### config.mk
export PLATFORM = sky130hd
export DESIGN_NAME = branch_predictor
export DESIGN_NICKNAME = d
export VERILOG_FILES = /design/src/rtl/branch_predictor_pkg.sv /design/src/rtl/branch_predictor_btb_table.sv /design/src/rtl/branch_predictor.sv
export SDC_FILE = /design/constraint.sdc
export NUM_CORES = 2
export LEC_CHECK = 0
export BUFFER_PORTS_ARGS = -buffer_cell sky130_fd_sc_hd__buf_2
export CAP_MARGIN = 20
export CORE_MARGIN = 2
export CORE_UTILIZATION = 60
export CTS_BUF_LIST = sky130_fd_sc_hd__clkbuf_8 sky130_fd_sc_hd__clkbuf_16
export DETAILED_ROUTE_END_ITERATION = 10
export GPL_ROUTABILITY_DRIVEN = 0
export PLACE_DENSITY = 0.74
export SKIP_CTS_REPAIR_TIMING = 1
export SLEW_MARGIN = 20
export SYNTH_ARGS = -nofsm -noshare
export SYNTH_HDL_FRONTEND = slang
export SYNTH_SLANG_ARGS = --single-unit
### constraint.sdc
create_clock -name clk_i -period 7.92 [get_ports clk_i]
set_input_delay 1.188 -clock clk_i [delete_from_list [all_inputs] [get_ports clk_i]]
set_output_delay 1.188 -clock clk_i [all_outputs]
set_load 0.005 [all_outputs]
### src/rtl/branch_predictor_pkg.sv
// Shared definitions for the fetch-side branch predictor.
//   RegW          : architectural register / PC width
//   ctr_e         : 2-bit saturating direction counter encoding
//   CTR_INIT_DEF  : counter value loaded at reset (weakly not-taken)
//   CTR_ALLOC     : counter value written when a taken branch allocates
//   IDX_W_DEF     : default BTB index width
//   TAG_W_DEF     : default BTB tag width
//   ctr_next()    : saturating counter update
package branch_predictor_pkg;

  localparam int unsigned RegW      = 32;
  localparam int unsigned IDX_W_DEF = 6;
  localparam int unsigned TAG_W_DEF = 10;

  typedef enum logic [1:0] {
    CTR_SNT = 2'b00,  // strongly not-taken
    CTR_WNT = 2'b01,  // weakly not-taken
    CTR_WT  = 2'b10,  // weakly taken
    CTR_ST  = 2'b11   // strongly taken
  } ctr_e;

  localparam logic [1:0] CTR_INIT_DEF = CTR_WNT;
  localparam logic [1:0] CTR_ALLOC    = CTR_WT;

  // Saturating increment on taken, decrement on not-taken.
  function automatic logic [1:0] ctr_next(input logic [1:0] ctr, input logic taken);
    logic [1:0] res;
    res = ctr;
    if (taken) begin
      if (ctr != CTR_ST) res = ctr + 2'b01;
    end else begin
      if (ctr != CTR_SNT) res = ctr - 2'b01;
    end
    return res;
  endfunction

endpackage

### src/rtl/branch_predictor_btb_table.sv
// Direct-mapped BTB storage: valid / tag / target / 2-bit counter per entry.
//   clk_i, rst_i        : clock, synchronous active-high reset (valid and ctr only)
//   rd0_*               : asynchronous read port used by fetch lookup
//   rd1_*               : asynchronous read port used by EX training
//   wr_en_i, wr_*       : synchronous full-entry write port (sets valid)
// Reset has priority over a concurrent write.
module btb_table
  import branch_predictor_pkg::*;
#(
  parameter int unsigned IDX_W    = IDX_W_DEF,
  parameter int unsigned TAG_W    = TAG_W_DEF,
  parameter logic [1:0]  CTR_INIT = CTR_INIT_DEF
) (
  input  logic             clk_i,
  input  logic             rst_i,
  // lookup read port
  input  logic [IDX_W-1:0] rd0_idx_i,
  output logic             rd0_valid_o,
  output logic [TAG_W-1:0] rd0_tag_o,
  output logic [RegW-1:0]  rd0_tgt_o,
  output logic [1:0]       rd0_ctr_o,
  // training read port
  input  logic [IDX_W-1:0] rd1_idx_i,
  output logic             rd1_valid_o,
  output logic [TAG_W-1:0] rd1_tag_o,
  output logic [RegW-1:0]  rd1_tgt_o,
  output logic [1:0]       rd1_ctr_o,
  // write port
  input  logic             wr_en_i,
  input  logic [IDX_W-1:0] wr_idx_i,
  input  logic [TAG_W-1:0] wr_tag_i,
  input  logic [RegW-1:0]  wr_tgt_i,
  input  logic [1:0]       wr_ctr_i
);

  localparam int unsigned ENTRIES = 1 << IDX_W;

  logic [ENTRIES-1:0] valid_q;
  logic [1:0]         ctr_q [ENTRIES];
  logic [TAG_W-1:0]   tag_q [ENTRIES];
  logic [RegW-1:0]    tgt_q [ENTRIES];

  always_ff @(posedge clk_i) begin
    if (rst_i) begin
      valid_q <= '0;
      for (int unsigned i = 0; i < ENTRIES; i++) begin
        ctr_q[i] <= CTR_INIT;
      end
    end else if (wr_en_i) begin
      valid_q[wr_idx_i] <= 1'b1;
      ctr_q[wr_idx_i]   <= wr_ctr_i;
    end
  end

  // Tag and target carry no reset; they are meaningless while valid is 0.
  always_ff @(posedge clk_i) begin
    if (!rst_i && wr_en_i) begin
      tag_q[wr_idx_i] <= wr_tag_i;
      tgt_q[wr_idx_i] <= wr_tgt_i;
    end
  end

  assign rd0_valid_o = valid_q[rd0_idx_i];
  assign rd0_tag_o   = tag_q[rd0_idx_i];
  assign rd0_tgt_o   = tgt_q[rd0_idx_i];
  assign rd0_ctr_o   = ctr_q[rd0_idx_i];

  assign rd1_valid_o = valid_q[rd1_idx_i];
  assign rd1_tag_o   = tag_q[rd1_idx_i];
  assign rd1_tgt_o   = tgt_q[rd1_idx_i];
  assign rd1_ctr_o   = ctr_q[rd1_idx_i];

endmodule

### src/rtl/branch_predictor.sv
// Fetch-side direction/target predictor beside pc_reg in IF.
//   clk_i, rst_i           : clock, synchronous active-high reset
//   if_predict_pc_i        : fetch PC to look up (combinational, 0 latency)
//   if_predict_taken_o     : predicted taken
//   if_predict_targetPc_o  : predicted target, 0 when not taken
//   ex_br_*_i              : branch resolution from EX (pc, direction, target,
//                            prediction carried with the instruction)
//   if_predict_failed_o    : mispredict, pc_reg must flush
//   if_flush_pc_o          : correct next PC on mispredict, else 0
//   perf_br_cnt_o          : resolved-branch count (wraps)
//   perf_miss_cnt_o        : mispredict count (wraps)
// Lookup sees pre-update table contents; training is visible next cycle.
// Tag compare is partial, so aliases hit and are corrected by EX.
module branch_predictor
  import branch_predictor_pkg::*;
#(
  parameter int unsigned IDX_W    = IDX_W_DEF,
  parameter int unsigned TAG_W    = TAG_W_DEF,
  parameter logic [1:0]  CTR_INIT = CTR_INIT_DEF
) (
  input  logic            clk_i,
  input  logic            rst_i,
  input  logic [RegW-1:0] if_predict_pc_i,
  output logic            if_predict_taken_o,
  output logic [RegW-1:0] if_predict_targetPc_o,
  input  logic            ex_br_valid_i,
  input  logic [RegW-1:0] ex_br_pc_i,
  input  logic            ex_br_taken_i,
  input  logic [RegW-1:0] ex_br_target_i,
  input  logic            ex_br_pred_taken_i,
  input  logic [RegW-1:0] ex_br_pred_target_i,
  output logic            if_predict_failed_o,
  output logic [RegW-1:0] if_flush_pc_o,
  output logic [31:0]     perf_br_cnt_o,
  output logic [31:0]     perf_miss_cnt_o
);

  localparam int unsigned TAG_LO = IDX_W + 2;
  localparam int unsigned TAG_HI = TAG_LO + TAG_W - 1;

  // Lookup side
  logic [IDX_W-1:0] lk_idx;
  logic [TAG_W-1:0] lk_tag;
  logic             lk_valid;
  logic [TAG_W-1:0] lk_tag_rd;
  logic [RegW-1:0]  lk_tgt_rd;
  logic [1:0]       lk_ctr_rd;
  logic             lk_hit;

  // Training side
  logic [IDX_W-1:0] tr_idx;
  logic [TAG_W-1:0] tr_tag;
  logic             tr_valid;
  logic [TAG_W-1:0] tr_tag_rd;
  logic [RegW-1:0]  tr_tgt_rd;
  logic [1:0]       tr_ctr_rd;
  logic             tr_hit;

  logic             wr_en;
  logic [RegW-1:0]  wr_tgt;
  logic [1:0]       wr_ctr;

  logic             failed;
  logic [RegW-1:0]  pc_plus4;

  logic [31:0]      br_cnt_q, br_cnt_d;
  logic [31:0]      miss_cnt_q, miss_cnt_d;

  logic             unused_pc_bits;

  assign lk_idx = if_predict_pc_i[2 +: IDX_W];
  assign lk_tag = if_predict_pc_i[TAG_LO +: TAG_W];
  assign tr_idx = ex_br_pc_i[2 +: IDX_W];
  assign tr_tag = ex_br_pc_i[TAG_LO +: TAG_W];

  // PC bits outside index/tag do not take part in the lookup.
  assign unused_pc_bits = ^{if_predict_pc_i[RegW-1:TAG_HI+1], if_predict_pc_i[1:0]};

  btb_table #(
    .IDX_W    (IDX_W),
    .TAG_W    (TAG_W),
    .CTR_INIT (CTR_INIT)
  ) u_btb (
    .clk_i       (clk_i),
    .rst_i       (rst_i),
    .rd0_idx_i   (lk_idx),
    .rd0_valid_o (lk_valid),
    .rd0_tag_o   (lk_tag_rd),
    .rd0_tgt_o   (lk_tgt_rd),
    .rd0_ctr_o   (lk_ctr_rd),
    .rd1_idx_i   (tr_idx),
    .rd1_valid_o (tr_valid),
    .rd1_tag_o   (tr_tag_rd),
    .rd1_tgt_o   (tr_tgt_rd),
    .rd1_ctr_o   (tr_ctr_rd),
    .wr_en_i     (wr_en),
    .wr_idx_i    (tr_idx),
    .wr_tag_i    (tr_tag),
    .wr_tgt_i    (wr_tgt),
    .wr_ctr_i    (wr_ctr)
  );

  // Fetch lookup
  always_comb begin
    lk_hit                = lk_valid && (lk_tag_rd == lk_tag);
    if_predict_taken_o    = lk_hit && lk_ctr_rd[1];
    if_predict_targetPc_o = if_predict_taken_o ? lk_tgt_rd : '0;
  end

  // Mispredict detection and flush target; increment only on bits [RegW-1:2]
  assign pc_plus4 = {ex_br_pc_i[RegW-1:2] + (RegW-2)'(1), ex_br_pc_i[1:0]};

  always_comb begin
    failed = ex_br_valid_i &&
             ((ex_br_taken_i != ex_br_pred_taken_i) ||
              (ex_br_taken_i && (ex_br_target_i != ex_br_pred_target_i)));
    if_predict_failed_o = failed;
    if_flush_pc_o       = '0;
    if (failed) begin
      if_flush_pc_o = ex_br_taken_i ? ex_br_target_i : pc_plus4;
    end
  end

  // Training: a hit updates the counter (and target when taken); a taken
  // miss allocates. The whole entry is rewritten so a single write port suffices.
  always_comb begin
    tr_hit = tr_valid && (tr_tag_rd == tr_tag);
    wr_en  = ex_br_valid_i && (tr_hit || ex_br_taken_i);
    wr_tgt = ex_br_taken_i ? ex_br_target_i : tr_tgt_rd;
    wr_ctr = tr_hit ? ctr_next(tr_ctr_rd, ex_br_taken_i) : CTR_ALLOC;
  end

  // Perf counters
  always_comb begin
    br_cnt_d   = br_cnt_q + 32'(ex_br_valid_i);
    miss_cnt_d = miss_cnt_q + 32'(failed);
  end

  always_ff @(posedge clk_i) begin
    if (rst_i) begin
      br_cnt_q   <= '0;
      miss_cnt_q <= '0;
    end else begin
      br_cnt_q   <= br_cnt_d;
      miss_cnt_q <= miss_cnt_d;
    end
  end

  assign perf_br_cnt_o   = br_cnt_q;
  assign perf_miss_cnt_o = miss_cnt_q;

endmodule

==> reports/summary.txt <==
Reg2reg start - u_btb.tag_q[45][8]$_DFFE_PP_
Fillers - 12500
Largest net degree at the start of global routing - 140
Tcrit/Tclk final - 0.944
RSZ-0062 raised after global routing - false
Clock slew at reported path FFs - 60 ps
Class of the worst hold path - register to register
Max-cap violations - 0
Clk sinks - 2944
Asr flop ratio synth - 0
Post-synth top area share - 0.692
Post-synth cell types - 83
Crit-path max FO - 117
Core area - 202000 sq um
Initial antenna violation count - 24
Vias in the first global route - 68400
Gr ovfl total - 0
Max_slew headroom - 0.161
Syn_area_per_cell - 19.9 sq um
Worst VDD drop - 0.252 mV
Num CTS Buffers - 309
Post-synth EDFFs - 2816
Least-Margin Pin Slew - 1250 ps
Critical Path RT - 6730 ps
Top Ports - 263
Period minus WS final - 7480 ps
Total GRT Usage - 0.354
Nets - 6765
Row count - 165
Post-Syn Area - 122000 sq um
Post-synth top flop - edfxtp_1
Critical path origin - if_predict_pc_i[3]
Worst-Skew Late Latency - 940 ps
Via count - 70000
First-pass GRT wire length - 510 mm
Synth Register Bits - 2944
CP Class - input port to output port
Initial core utilization - 0.604
Final hold vios - 0
Status - finished, final reports clean
P&R area growth vs syn - 12.9%
Crit. End Element - output port
ANT nets after route - 0
Hold slack - 495 ps
Setup TNS - 0 ps
Critical Path AT - 6290 ps
Yosys warning total - 0
Maximum clock insertion buffer count - 4
Die width - 455 microns
HPWL after DPL - 212 mm
Synth area leader - edfxtp_1
Min-Delay Startpoint - u_btb.valid_q[37]$_SDFFE_PP0P_
Final setup viols - 0
Die Ht - 455 microns
Final Max Tran Viols - 0
Drt pass-1 iters - 10
Clock Skew - 34.1 ps
Drt wl/cell - 38.5 microns
Reg-to-reg slack, setup - 2950 ps
Post-Syn Nets - 6280
H-tree levels - 5
Register area - 87100 sq um
Top cells by area, synth - edfxtp_1, mux4_2, dfxtp_1
F_max - 134 MHz
IO buf count - 246
Clk root buf - clkbuf_16
Die area - 207000 sq um
Power Total - 33000 uW
PwrDens - 239 nW/um^2
Via density - 7.33
Sequential-to-total area share from yosys stat - 0.713
Startpoint Class - input port
Footprint of the multi-input gates - 33300 sq um
DRT iter0 DRCs - 12000
TritonCTS clock tree - built
Final wirelength - 367 mm
DRC - 0
Gate Count Post-Synth - 6142
Leak Pwr - 0.0442 uW
Ratio of cells with drive above 1 in the final layout - 0.316
==> report_power, final <==
part / total, uW / leakage [uW] / switching (uW) / internal, uW
Sequential: 17100 / 0.0265 / 30.0 / 17100
Clock: 13700 / 0.00491 / 5860 / 7880
Combinational: 2110 / 0.0129 / 1320 / 790
==> cells by family after synthesis <==
logic type,Yosys count,synth area share
DFF,2944,0.713
muxes,1121,0.188
adders and majority gates,6,0.000604
and+or+nand+nor,793,0.0307
AOI/OAI and AO/OA,634,0.0394
buffers and inverters,515,0.0188
xor gates and xnor gates,129,0.00924
==> layout by cell type (no fill, tap or decap), types with 32 or more instances in the layout <==
| cell | n |
|---|---|
| a211oi_1 | 49 |
| a21oi_1 | 72 |
| a221oi_1 | 94 |
| a22oi_1 | 54 |
| buf_2 | 234 |
| buf_4 | 352 |
| clkbuf_16 | 318 |
| clkinv_1 | 58 |
| clkinv_2 | 59 |
| dfxtp_1 | 128 |
| edfxtp_1 | 2816 |
| inv_1 | 134 |
| mux2_2 | 41 |
| mux2i_1 | 137 |
| mux4_2 | 938 |
| nand2_1 | 146 |
| nand3_1 | 69 |
| nor2_1 | 265 |
| nor2_4 | 63 |
| nor2b_1 | 43 |
| nor3_1 | 36 |
| o21ai_0 | 32 |
| o21bai_1 | 39 |
| o22ai_1 | 114 |
| xnor2_1 | 44 |
| xor2_1 | 85 |
==> synth_stat cells (all sizes together) (37+ instances only) <==
| cell | count |
|---|---|
| a211oi | 49 |
| a21oi | 76 |
| a221oi | 94 |
| a22oi | 54 |
| buf | 202 |
| clkbuf | 239 |
| dfxtp | 128 |
| edfxtp | 2816 |
| inv | 72 |
| mux2 | 45 |
| mux2i | 138 |
| mux4 | 938 |
| nand2 | 147 |
| nand3 | 70 |
| nor2 | 331 |
| nor2b | 47 |
| nor3 | 40 |
| o21ai | 37 |
| o21bai | 55 |
| o22ai | 121 |
| xnor2 | 44 |
| xor2 | 85 |
==> final timing paths <==
| kind | end | cells after the start |
|---|---|---|
| worst max-delay path | if_predict_targetPc_o[19] | 12 |
| worst min-delay path | u_btb.valid_q[37]$_SDFFE_PP0P_ | 2 |
| worst max register to register | u_btb.tag_q[4][7]$_DFFE_PP_ | 12 |
| worst min register to register | u_btb.valid_q[37]$_SDFFE_PP0P_ | 2 |
==> worst max-delay path, stage by stage <==
cell      delay (ps)
buf_8            750
buf_4            500
mux4_2           560
a211oi_1         230
a211oi_1          80
a21oi_1          260
mux4_2           410
nand3_1          100
or4_2            860
buf_12           240
a211oi_1         640
buf_2            250
==> through the flow <==
step	std cells	instance area, sq um	utilization	worst slack [ps]
after global routing	9526	138000	0.682	433
after floorplan	6142	122000	-	1880
after detailed placement	8985	128000	0.634	622
after CTS	9520	138000	0.681	611
after global placement	8983	128000	0.634	592
final	9542	138000	0.682	443
==> registers in the layout, summed over array words and instances, names as in the netlist <==
register         cells
u_btb.tgt_q       2048
u_btb.valid_q       64
u_btb.tag_q        640
u_btb.ctr_q        128
perf_br_cnt_o       32
perf_miss_cnt_o     32
==> layer usage <==
| layer | GRT usage | wire length [microns] | up-vias |
|---|---|---|---|
| met5 | 0 | 115 | - |
| met4 | 0.203 | 24400 | 12 |
| met3 | 0.0920 | 47400 | 1191 |
| met2 | 0.535 | 171000 | 5974 |
| met1 | 0.474 | 124000 | 36100 |
| li1 | - | - | 26700 |
==> final cells by class <==
cell class	count	area share
Clock buffer	324	0.0583
Inverter	74	0.00201
Timing Repair Buffer	615	0.0316
Tap cell	2672	0.0242
Clock inverter	211	0.0101
Antenna cell	19	0.000345
Multi-Input combinational cell	2683	0.242
Sequential cell	2944	0.632
(Power assumes the default switching activity.)
